--- config.mk ---
export PLATFORM = sky130hd
export DESIGN_NAME = mem_access_unit
export DESIGN_NICKNAME = d
export VERILOG_FILES = /design/src/rtl/mem_pkg.sv /design/src/rtl/mem_access_unit_load_ext.sv /design/src/rtl/mem_access_unit.sv
export SDC_FILE = /design/constraint.sdc
export NUM_CORES = 1
export LEC_CHECK = 0
export ABC_AREA = 0
export BUFFER_PORTS_ARGS = -buffer_cell sky130_fd_sc_hd__buf_2
export CORE_MARGIN = 2
export CORE_UTILIZATION = 38
export DETAILED_ROUTE_END_ITERATION = 12
export PLACE_DENSITY = 0.78
export SKIP_CTS_REPAIR_TIMING = 1
export SKIP_LAST_GASP = 1
export SLEW_MARGIN = 20
export SYNTH_ARGS = -nofsm -noshare
export SYNTH_HDL_FRONTEND = slang
export SYNTH_SLANG_ARGS = --single-unit
--- constraint.sdc ---
create_clock -name clk -period 1.4 [get_ports clk]
set_input_delay 0.14 -clock clk [delete_from_list [all_inputs] [get_ports clk]]
set_output_delay 0.14 -clock clk [all_outputs]
set_load 0.01 [all_outputs]
--- src/rtl/mem_pkg.sv ---
// Shared types and constants for the memory-stage data-bus master.
package mem_pkg;

    typedef enum logic [1:0] {
        ST_IDLE = 2'd0,
        ST_ADDR = 2'd1,
        ST_DATA = 2'd2,
        ST_HOLD = 2'd3
    } state_t;

    localparam logic [1:0] SIZE_BYTE = 2'd0;
    localparam logic [1:0] SIZE_HALF = 2'd1;
    localparam logic [1:0] SIZE_WORD = 2'd2;

    // Size code 3 is illegal and behaves as a word, so bit 1 alone marks a word.
    function automatic logic size_is_word(input logic [1:0] size);
        return size[1];
    endfunction

endpackage

--- src/rtl/mem_access_unit_load_ext.sv ---
// Load lane selection and sign/zero extension of the raw read word.
module load_ext
    import mem_pkg::*;
(
    input  logic [31:0] rdata,
    input  logic [1:0]  addr_lo,
    input  logic [1:0]  size,
    input  logic        is_unsigned,
    output logic [31:0] result
);

    logic signed [7:0]  byte_lane;
    logic signed [15:0] half_lane;

    function automatic logic [31:0] extend_byte(input logic signed [7:0] v, input logic uns);
        return uns ? {24'h000000, v} : 32'(v);
    endfunction

    function automatic logic [31:0] extend_half(input logic signed [15:0] v, input logic uns);
        return uns ? {16'h0000, v} : 32'(v);
    endfunction

    // Pick the addressed byte/half lane and widen it to 32 bits.
    always_comb begin
        case (addr_lo)
            2'd0:    byte_lane = rdata[7:0];
            2'd1:    byte_lane = rdata[15:8];
            2'd2:    byte_lane = rdata[23:16];
            default: byte_lane = rdata[31:24];
        endcase
        half_lane = addr_lo[1] ? rdata[31:16] : rdata[15:0];
        if (size == SIZE_BYTE) begin
            result = extend_byte(byte_lane, is_unsigned);
        end else if (size == SIZE_HALF) begin
            result = extend_half(half_lane, is_unsigned);
        end else begin
            result = rdata;
        end
    end

endmodule

--- src/rtl/mem_access_unit.sv ---
// Memory-stage data-bus master: one request/response transaction per M-stage
// load/store, with M-stage stall generation, store lane replication and load
// extension.
// Optional feature macro: MEM_ALIGN_EXC_EN -- when defined, misaligned
// accesses raise adelM/adesM and issue no request; otherwise the low address
// bits are forced to alignment and the access proceeds.
module mem_access_unit
    import mem_pkg::*;
(
    input  logic        clk,
    input  logic        rst,
    input  logic        mem_read_enM,
    input  logic        mem_write_enM,
    input  logic [31:0] mem_addrM,
    input  logic [31:0] rt_valueM,
    input  logic [1:0]  ls_sizeM,
    input  logic        ls_unsignedM,
    input  logic        excM,
    input  logic        ext_stallM,
    output logic        data_req,
    output logic        data_wr,
    output logic [1:0]  data_size,
    output logic [31:0] data_addr,
    output logic [31:0] data_wdata,
    input  logic        data_addr_ok,
    input  logic        data_data_ok,
    input  logic [31:0] data_rdata,
    output logic [31:0] load_dataM,
    output logic        stall_o,
    output logic        adelM,
    output logic        adesM
);

    state_t      state;
    state_t      state_next;
    logic [31:0] load_r;
    logic [31:0] ext_data;
    logic        access;
    logic        is_half;
    logic        is_word;
    logic        align_block;
    logic        start;
    logic        rsp_done;

    assign access  = mem_read_enM | mem_write_enM;
    assign is_half = (ls_sizeM == SIZE_HALF);
    assign is_word = size_is_word(ls_sizeM);

`ifdef MEM_ALIGN_EXC_EN
    logic misalign;
    assign misalign    = (is_half & mem_addrM[0]) | (is_word & (mem_addrM[1:0] != 2'b00));
    assign align_block = misalign;
    assign adelM       = misalign & mem_read_enM;
    assign adesM       = misalign & mem_write_enM;
    assign data_addr   = mem_addrM;
`else
    assign align_block = 1'b0;
    assign adelM       = 1'b0;
    assign adesM       = 1'b0;
    assign data_addr   = {mem_addrM[31:2],
                          mem_addrM[1] & ~is_word,
                          mem_addrM[0] & ~(is_word | is_half)};
`endif

    assign start     = (state == ST_IDLE) & access & ~excM & ~align_block;
    assign rsp_done  = (state == ST_DATA) & data_data_ok;
    assign data_size = ls_sizeM;
    assign data_wr   = data_req & mem_write_enM;

    load_ext u_load_ext (
        .rdata       (data_rdata),
        .addr_lo     (mem_addrM[1:0]),
        .size        (ls_sizeM),
        .is_unsigned (ls_unsignedM),
        .result      (ext_data)
    );

    // Replicate the store source across every lane the access could hit.
    always_comb begin
        if (ls_sizeM == SIZE_BYTE) begin
            data_wdata = {4{rt_valueM[7:0]}};
        end else if (ls_sizeM == SIZE_HALF) begin
            data_wdata = {2{rt_valueM[15:0]}};
        end else begin
            data_wdata = rt_valueM;
        end
    end

    // Response data is forwarded in its arrival cycle, then held from load_r.
    assign load_dataM = rsp_done ? ext_data : load_r;

    // Transaction sequencing: request phase, response phase, post-response hold.
    always_comb begin
        state_next = state;
        data_req   = 1'b0;
        stall_o    = 1'b0;
        case (state)
            ST_IDLE: begin
                if (start) begin
                    data_req   = 1'b1;
                    stall_o    = 1'b1;
                    state_next = data_addr_ok ? ST_DATA : ST_ADDR;
                end
            end
            ST_ADDR: begin
                data_req = 1'b1;
                stall_o  = 1'b1;
                if (data_addr_ok) begin
                    state_next = ST_DATA;
                end
            end
            ST_DATA: begin
                if (data_data_ok) begin
                    state_next = ext_stallM ? ST_HOLD : ST_IDLE;
                end else begin
                    stall_o = 1'b1;
                end
            end
            ST_HOLD: begin
                if (!ext_stallM) begin
                    state_next = ST_IDLE;
                end
            end
            default: state_next = ST_IDLE;
        endcase
    end

    // State register.
    always_ff @(posedge clk) begin
        if (rst) begin
            state <= ST_IDLE;
        end else begin
            state <= state_next;
        end
    end

    // Capture the extended load result; stores leave it untouched.
    always_ff @(posedge clk) begin
        if (rst) begin
            load_r <= 32'h0;
        end else if (rsp_done && mem_read_enM) begin
            load_r <= ext_data;
        end
    end

endmodule

==> summary by stage <==
Run status
The flow ran to the end, but the final reports show violations. The final reports fail on setup timing.

Placed design
The estimated wirelength of the detail-placed design is 8901 um. The final weighted congestion of routability-driven global placement is about 0.88. The total placed instance area is 4123 um^2. During placement, the flow inserted port buffers numbering around 150.

Synthesis
The most frequently used cell type in the post-synthesis netlist is nor2_1. After synthesis, the share of flip-flops with an asynchronous set or reset is 0. The count of flip-flops with a built-in enable after synthesis is 0.

The top-area cell type share of the netlist area is 0.2210. Of the synthesized area, sequential elements account for 0.2210. After synthesis the netlist holds a flip-flop and latch count of 34. The post-synthesis cell type count is 38. Counting instances in the post-synthesis netlist gives the leading cell types as nor2_1 (59), buf_4 (43), dfxtp_1 (34), a21oi_1 (31). The synthesized area divided by synthesized cell count is 7.936 um^2. The instance count of the mapped netlist is a little under 400. Yosys printed 0 warnings.

For this run, the leading register cell type out of synthesis is dfxtp_1. In this run the cell area of the synthesized design comes to 3079 um^2. Of all cell types, the one taking the most synthesized area is dfxtp_1. After synthesis, the cell types taking the most area are dfxtp_1 (22%), buf_4 (10%), nor2_1 (7.2%), mux4_1 (6.8%), mux2_2 (6.2%).

Pwr
In this run the static leakage power is around 2.1 nW. The total power divided by cell area is between 600 and 700 nW/um^2. The switching power share of the total is 0.3339. The proportion of power drawn by combinational gates is 0.406. Power comes to about 3.3 mW. In this run the power spent charging and discharging nets is 1.091 mW. Cell internal power was estimated by the tool at around 2.2 mW.

The sequential share of power is 0.314. The clock share of power is 0.280. The highest ir drop seen on vdd is ~320 uV.

Finish
In the final design database the tool counted roughly 650 nets. Across the whole layout, storage elements account for 683.2 um^2. The finished cells cover between 4000 and 5000 um^2.

The area of combinational cells with multiple inputs is ~2300 um^2. The area growth from synthesis to layout is 56.72%. The number of filler instances in the final layout is roughly 660. Once layout is complete, the utilization of the core stands at 0.6181.

In the final layout, the share of cells above drive strength 1 is 0.6000.

Drt
The average wire length per cell after detail routing is 19.93 um. The total via count after detailed routing is around 3800. The first routing iteration left ~360 violations.

In the routed design, unresolved DRC markers number 0. The number of detailed-route iterations in the first pass is 5. The wire length after detailed routing is ~13000 um.

In this run the remaining antenna-violating nets after routing total 0. The number of vias per cell after detailed routing is around 5.9.

GRT
For this run the aggregate overflow at the end of global routing stands at 0. The number of global-route vias before repair was between 3000 and 4000. The number of antenna violations at the first check in global routing is 1. Across every metal layer, demand over resource in global routing totals 0.2523. The first global-routing pass estimated around 17000 um of wire.

The largest net degree at the start of global routing is 31.

Worst setup path
Data on the critical path is required at its endpoint by ~1.3 ns. The setup check on the worst reg-to-reg path leaves a slack of -0.23 ns. The cell depth of the worst flop-to-flop path is 7. The data arrival at the endpoint of the critical path is between 1.5 and 2 ns. The worst setup path endpoint is load_dataM[15]. The reg-to-reg critical path startpoint is state[0]$_SDFFE_PP0P_.

The worst setup path is of the flop to output port kind. The nature of the critical path startpoint is a flop. The worst register-to-register path ends at load_r[3]$_SDFFE_PP0P_. In this run the worst setup path begins at state[0]$_SDFFE_PP0P_. In this run the worst path has a maximum fanout of 11. The critical path endpoint category is an output port.

Clocking
The clock tree from TritonCTS is done. Buffers inserted during clock tree synthesis total 5. The longest clock path from root to sink contains 2 buffers. The tree is rooted in a clkbuf_8. The clock-pin slew on the worst setup and hold paths is ~0.07 ns. The source-to-sink clock delay at the later pin of the worst-skew pair is about 0.30 ns.

The H-tree was split into 2 levels. CTS saw 34 sinks.

STA
Between clock sinks in the finished design, the worst skew comes to between 0.005 and 0.006 ns. The count of final hold-check violations came to 0. After layout, the minimum clock period comes to 1.831 ns. The final hold slack is approximately 0.14 ns.

After layout, the worst setup slack is -0.4310 ns. Setup repair after global routing could not meet its margin everywhere. Summed over all failing endpoints, the final setup total negative slack is -15.68 ns.

The count of final setup violators is 65. The peak clock frequency supported by timing is ~0.55 GHz. The count of pins over their slew limit is 0.

Of the available clock period, the critical path in the final layout requires 1.308.

Worst hold path
The path class of the tightest hold or removal check is primary input to flop. The worst hold path passes through 3 cells.

Die
The number of placed I/O pins is 210. The area inside the core boundary is slightly below 8000 um^2. The floorplan row count is 32.

The overall die width is around 94 um. The die is about 94 um tall. The floorplan step defined a die boundary enclosing approximately 8800 um^2. The initial utilization of the core area, before any placement, comes to 0.3944.

Flow run
Across the run, the number of max-cap violations was 0.
-- layout make-up --
class,count,area share
multi-input cells,279,0.4708
repair buffers,222,0.3370
flip-flops and latches,34,0.1416
well taps,102,0.02645
clock buffers,7,0.01582
clock inverters,1,0.006222
inverters,2,0.001556
diodes,1,0.0005185
-- worst max-delay path, cell delays in order, from the launching register on --
cell and delay, ns:
dfxtp_2 0.34, and3b_2 0.29, buf_4 0.13, buf_4 0.18
nor2_1 0.07, a31oi_1 0.21, buf_2 0.18
-- routing by layer --
metal | part of all wire | wire length [um] | global-route usage
met1 | 0.35 | 4561 | 0.2832
met2 | 0.51 | 6551 | 0.4518
met3 | 0.10 | 1323 | 0.05939
met4 | 0.037 | 480 | 0.1099
met5 | 0 | 0 | 0
-- cell families (layout without fill, tap and decap cells) --
group                  after synthesis  count (layout)  share of synthesized area
AO/OA/AOI/OAI                      126             126                     0.2832
AND/OR/NAND/NOR                    116             116                     0.1711
other                                1               3                   0.001218
buffers and inverters               76             232                     0.1564
flip-flops                          34              34                     0.2210
multiplexers                        35              35                     0.1670
-- through the flow --
step	setup WS (ns)	instances
global route	-0.4970	648
detailed placement	-0.2923	624
CTS	-0.4506	632
global placement	-0.2533	624
finish	-0.4310	648
floorplan	-0.1362	389
-- sequential cells by signal, summed over array words and instances (netlist names) --
name,flops
load_r,32
state,2
-- worst min path at each step --
stage	from	end
3_3_place_gp	mem_addrM[13]	data_addr[13]
2_1_floorplan	ext_stallM	state[0]$_SDFFE_PP0P_
3_5_place_dp	mem_addrM[13]	data_addr[13]
4_1_cts	ext_stallM	state[0]$_SDFFE_PP0P_
6_report	ext_stallM	state[0]$_SDFFE_PP0P_
5_1_grt	ext_stallM	state[0]$_SDFFE_PP0P_
-- power groups by stage --
stage               Clock [mW]  Combinational [mW]  Sequential [mW]
CTS                      0.919                1.12             1.02
detailed placement           0                1.11             1.04
global route             0.963                1.41             1.03
floorplan                    0               0.700             1.03
finish                   0.916                1.33             1.02
global placement             0                1.09             1.04
-- cell usage in the layout (no fill, tap or decap), types with 12 or more instances in the layout --
master    instances
buf_12           14
a211oi_2         21
nand2_1          25
nor2_2           13
a21oi_1          12
buf_4            50
nor2_1           39
dfxtp_1          32
a21oi_2          17
o21ai_0          18
buf_2           138
buf_6            16
mux2_2           12
(Power assumes the default switching activity.)
